File: config.mk
export PLATFORM = sky130hd
export DESIGN_NAME = core_launch_ctrl
export DESIGN_NICKNAME = d
export VERILOG_FILES = /design/src/rtl/core_launch_ctrl.sv
export SDC_FILE = /design/constraint.sdc
export NUM_CORES = 1
export LEC_CHECK = 0
export BUFFER_PORTS_ARGS = -buffer_cell sky130_fd_sc_hd__buf_2
export CAP_MARGIN = 40
export CORE_MARGIN = 1
export CORE_UTILIZATION = 56
export CTS_CLUSTER_DIAMETER = 50
export DETAILED_ROUTE_END_ITERATION = 6
export PLACE_DENSITY_LB_ADDON = 0.15
export SLEW_MARGIN = 25
export SYNTH_ARGS = -nofsm -noshare
export SYNTH_HDL_FRONTEND = slang
export SYNTH_SLANG_ARGS = --single-unit
File: constraint.sdc
create_clock -name clk -period 5.5 [get_ports clk]
set_input_delay 0.825 -clock clk [delete_from_list [all_inputs] [get_ports clk]]
set_output_delay 0.825 -clock clk [all_outputs]
set_load 0.02 [all_outputs]
File: src/rtl/core_launch_ctrl.sv
// core_launch_ctrl: sends the PC-write launch packet to the core, then tracks the
// run until the core returns to IDLE, faults, or overruns its cycle budget.
package core_pkg;
  typedef enum logic [1:0] {IDLE = 2'd0, RUN = 2'd1, ERR = 2'd2} state_e;
endpackage

module core_launch_ctrl
  import core_pkg::*;
#(
  parameter int ADDR_W = 10,
  parameter int CNT_W  = 16
) (
  input  logic              clk,
  input  logic              n_reset_i,
  input  logic              start_i,
  input  logic [ADDR_W-1:0] start_pc_i,
  input  logic [CNT_W-1:0]  timeout_i,
  input  logic              clear_i,
  input  state_e            core_state_i,
  output logic              pkt_valid_o,
  input  logic              pkt_ready_i,
  output logic [ADDR_W-1:0] pkt_pc_o,
  output logic              busy_o,
  output logic              done_o,
  output logic              err_o,
  output logic              timeout_o,
  output logic              reject_o,
  output logic [CNT_W-1:0]  run_cycles_o
);
  typedef enum logic [2:0] {S_IDLE, S_SEND, S_WAIT_RUN, S_RUN, S_ERR} ctrl_e;

  ctrl_e            state, state_n;
  logic [CNT_W-1:0] cnt_q, tmo_q;
  logic             capture, cnt_en, done_n, tmo_n, rej_n, tmo_hit;

  assign tmo_hit      = (tmo_q != '0) && (cnt_q == tmo_q);
  assign run_cycles_o = cnt_q;

  // Core ERR outranks the timeout, which outranks normal progress. The exit
  // cycle into S_ERR does not count, so a timeout reports exactly the budget.
  always_comb begin
    state_n = state;
    capture = 1'b0;
    cnt_en  = 1'b0;
    done_n  = 1'b0;
    tmo_n   = 1'b0;
    rej_n   = 1'b0;
    case (state)
      S_IDLE: begin
        if (start_i) begin
          if (core_state_i == IDLE) begin
            capture = 1'b1;
            state_n = S_SEND;
          end else begin
            rej_n = 1'b1;
          end
        end
      end
      S_SEND: if (pkt_valid_o && pkt_ready_i) state_n = S_WAIT_RUN;
      S_WAIT_RUN, S_RUN: begin
        if (core_state_i == ERR) begin
          state_n = S_ERR;
        end else if (tmo_hit) begin
          tmo_n   = 1'b1;
          state_n = S_ERR;
        end else begin
          cnt_en = 1'b1;
          if (state == S_WAIT_RUN && core_state_i == RUN) begin
            state_n = S_RUN;
          end else if (state == S_RUN && core_state_i == IDLE) begin
            done_n  = 1'b1;
            state_n = S_IDLE;
          end
        end
      end
      S_ERR: if (clear_i) state_n = S_IDLE;
      default: state_n = S_IDLE;
    endcase
  end

  always_ff @(posedge clk or negedge n_reset_i) begin
    if (!n_reset_i) begin
      state       <= S_IDLE;
      cnt_q       <= '0;
      tmo_q       <= '0;
      pkt_pc_o    <= '0;
      pkt_valid_o <= 1'b0;
      busy_o      <= 1'b0;
      done_o      <= 1'b0;
      err_o       <= 1'b0;
      timeout_o   <= 1'b0;
      reject_o    <= 1'b0;
    end else begin
      state <= state_n;
      if (capture) begin
        pkt_pc_o <= start_pc_i;
        tmo_q    <= timeout_i;
        cnt_q    <= '0;
      end else if (cnt_en && !(&cnt_q)) begin
        cnt_q <= cnt_q + 1'b1;
      end
      // Status flags come from the next state so they line up with it.
      pkt_valid_o <= (state_n == S_SEND);
      busy_o      <= (state_n == S_SEND) || (state_n == S_WAIT_RUN) || (state_n == S_RUN);
      err_o       <= (state_n == S_ERR);
      done_o      <= done_n;
      timeout_o   <= tmo_n;
      reject_o    <= rej_n;
    end
  end
endmodule

==> impl_summary.log <==
[metrics] clock tree root driver cell: clkbuf_8
[metrics] largest net degree at the start of global routing: 52
[metrics] number of buffers created by CTS: 5
[metrics] multi-input gate area in the final layout: 0.001175 mm2
[metrics] residual overflow from global routing: 0
[metrics] post-synthesis area per instance: 9.058 um2
[metrics] Cell Area, Synth: 0.002500 mm2
[metrics] most common cell after layout, fill and taps aside: nand2_1
[metrics] library cell contributing the largest single delay on the critical path: or4b_1
[metrics] total non-filler cell area in the finished layout: 0.002972 mm2
[metrics] total power per unit cell area: 422.1 mW/mm2
[metrics] critical hold path startpoint: pkt_pc_o[0]$_DFFE_PN0P_
[metrics] routability congestion estimate: 0.8646
[metrics] layout net count: 373
[metrics] number of antenna violations at the first check in global routing: 0
[metrics] Final WS setup: 3.394 ns
[metrics] hold worst-path end: pkt_pc_o[0]$_DFFE_PN0P_
[metrics] boundary pin count: 65
[metrics] internal reg-to-reg setup slack: 3.41 ns
[metrics] drt pass-1 iters: 4
[metrics] endpoint class of the critical path: flip-flop
[metrics] latest clock arrival within the worst-skew pair: 0.31 ns
[metrics] clock transition at the registers of the reported paths: 0.09 ns
[metrics] share of the cycle needed by the critical path after routing: 0.3829
[metrics] cell accounting for the most synthesized area: dfrtp_1
[metrics] delay of the slowest critical-path stage: 0.46 ns
[metrics] setup TNS: 0 ns
[metrics] ant diodes: 0
[metrics] worst ir drop on vdd: 0.2583 mV
[metrics] run status: complete, no violations
[metrics] maximum achievable frequency: 0.4748 GHz
[metrics] gate count after technology mapping: 276
[metrics] xor and xnor fraction of the mapped netlist area: 0.05606
[metrics] Reg2Reg Depth: 7
[metrics] Setup-failing EPs final: 0
[metrics] Synth Flop Type: dfrtp_1
[metrics] class of the tightest hold or removal check: reg -> reg
[metrics] HPWL Detailed: 3698 um
[metrics] Slew @ Worst Pin: 0.6366 ns
[metrics] effective utilization at floorplan: 0.6033
[metrics] CTS tree: yes
[metrics] critical path class: in -> reg
[metrics] vias post-DR: 2181
[metrics] number of flops mapped to enable cells by yosys: 0
[metrics] Synth Area in Adders: 0.005005
[metrics] Tmin final: 2.106 ns
[metrics] dominant combinational cell family by area after synthesis: simple AND/OR/NAND/NOR gates
[metrics] Port Buffers: 64
[metrics] number of buffers added for setup after CTS: 0
[metrics] startpoint of the lowest-slack register-to-register path: run_cycles_o[0]$_DFFE_PN0P_
[metrics] signal arrival time at the worst endpoint: 2.34 ns
[metrics] fraction of final layout cells sized beyond drive strength 1: 0.2500
[metrics] clk sinks: 51
[metrics] Fin. Hold Viols: 0
[metrics] startpoint kind of the worst setup timing path: primary input
[metrics] R2R Path End: run_cycles_o[11]$_DFFE_PN0P_
[metrics] number of synthesized register bits: 51
[metrics] Detail Route Antenna Nets: 0
[metrics] Gates resized, CTS repair: 0
[metrics] most frequent cells in the layout: nand2_1, buf_2, dfrtp_1, a21oi_1, nand4_1
[metrics] worst clock skew: 0.005993 ns
[metrics] DRC errors left: 0
[metrics] first-pass GRT wire length: 8804 um
[metrics] gr usage total: 0.2540
[metrics] Slew Limit Headroom: 0.5756
[metrics] max-slew violation count: 0
[metrics] number of levels in the clock H-tree: 2
[metrics] largest cells by area after synthesis: dfrtp_1, nand2_1, xnor2_1, xor2_1, nand4_1
[metrics] final routed wirelength across all metal layers: 5419 um
[metrics] Die Y: 68.82 um
[metrics] Detailed Route Iter0 Violations: 209
[metrics] area share of the leading cell type in the synthesized netlist: 0.5105
[metrics] vias in the first global route: 1934
[metrics] worst slack, placed: 3.091 ns
[metrics] distinct cell type count of the synthesized netlist: 38
[metrics] cell count of the worst hold path: 2
[metrics] unrepaired setup endpoints after global routing: false
[metrics] Finished Core Util: 0.7171
[metrics] complex-gate fraction of the synthesized area: 0.07357
[metrics] count of max-cap constraint violations: 0
[metrics] routed vias/inst: 5.592
[metrics] count of filler cells inserted in the layout: 343
[metrics] Synth async-reset ratio: 1.000
[metrics] peak fanout along the critical path: 7
[metrics] full die area: 0.004736 mm2
[metrics] synthesized netlist net count: 310
[metrics] # hold bufs at CTS: 0
[metrics] Longest Clk Path Bufs: 2
[metrics] static leakage: 1.471 nW
[metrics] Crit path required time: 5.74 ns
[metrics] Total Power Consumption: 1.254 mW
[metrics] share of cell area taken by muxes after synthesis: 0.02002
[metrics] sequential share of the synthesized area: 0.5105
[metrics] Synth Area in Simple Gates: 0.3123
[metrics] Site Rows: 23
[metrics] Sequential Area: 0.001276 mm2
[metrics] core area: 0.004144 mm2
[metrics] routed wire length per instance: 13.89 um
[metrics] Layout Area Growth over Synthesis: 18.87%
[metrics] Synth warnings: 0
[metrics] width of the die: 68.82 um
[metrics] cells along the critical path: buf_2, nor2b_1, nor2_2, nand2_1, nor4_2, or4b_1, a21oi_1
[metrics] area after detailed placement: 0.002860 mm2
power by group:
part           total [mW]  internal [mW]  switching, mW
Sequential          0.604          0.496          0.108
Combinational       0.416          0.165          0.251
Clock               0.234          0.115          0.119
how the worst max path moves through the flow:
stage	from	end	cells after the start	slack, ns
finish	core_state_i[1]	run_cycles_o[14]$_DFFE_PN0P_	7	3.39
global route	tmo_q[0]$_DFFE_PN0P_	run_cycles_o[11]$_DFFE_PN0P_	6	3.26
CTS	run_cycles_o[4]$_DFFE_PN0P_	state[2]$_DFF_PN0_	5	3.12
detailed placement	core_state_i[1]	run_cycles_o[14]$_DFFE_PN0P_	7	3.09
global placement	start_i	state[0]$_DFF_PN0_	5	3.00
floorplan	core_state_i[1]	run_cycles_o[14]$_DFFE_PN0P_	6	3.41
through the flow:
step | instances | hold slack (ns)
5_1_grt | 390 | 0.5139
3_3_place_gp | 381 | 0.4568
4_1_cts | 389 | 0.4798
2_1_floorplan | 276 | 0.4872
3_5_place_dp | 381 | 0.4573
6_report | 390 | 0.4773
layer usage:
layer | GRT usage | up-vias | share of wire
met5 | 0 | - | 0
met4 | 0.09694 | 0 | 0.019
met3 | 0.04276 | 12 | 0.052
met2 | 0.4093 | 79 | 0.47
met1 | 0.3421 | 1016 | 0.46
li1 | - | 1074 | -
state kept, by name, summed over array words and instances (netlist names):
name,cells
tmo_q,16
done_o,1
run_cycles_o,16
reject_o,1
state,3
err_o,1
timeout_o,1
busy_o,1
pkt_pc_o,10
pkt_valid_o,1
area by class of cell:
cell class / instances / share of cell area
multi-input cells: 211 / 0.3954
flip-flops and latches: 51 / 0.4295
repair buffers: 67 / 0.1166
well taps: 50 / 0.02105
clock buffers: 8 / 0.03368
inverters: 3 / 0.003789
synth_stat cells (2+ instances only):
cell,number
nand3_2,2
nor2_1,8
nor4_2,2
or2_1,2
nand3_1,3
nor4_1,6
nor2b_1,2
xor2_1,8
buf_2,3
dfrtp_1,51
clkbuf_1,8
or3_1,6
xnor2_1,8
o211ai_1,3
o31ai_1,5
inv_1,3
and4_1,2
nor3_1,6
o21ai_0,8
nand4_1,9
nand2b_1,2
a21oi_1,10
o41ai_1,3
or4_1,3
mux2i_1,5
nand2_1,96
logic make-up after synthesis:
logic type                 Yosys count
adders and majority gates            1
xor gates and xnor gates            16
AOI/OAI and AO/OA                   30
and+or+nand+nor                    159
muxes                                5
DFF                                 51
buffers and inverters               14
worst max-delay path, delay by kind of cell:
kind | cells | cell delay [ns]
buffers and inverters | 1 | 0.14
AOI/OAI and AO/OA | 1 | 0.15
and+or+nand+nor | 5 | 1.23
(Power assumes the default switching activity.)
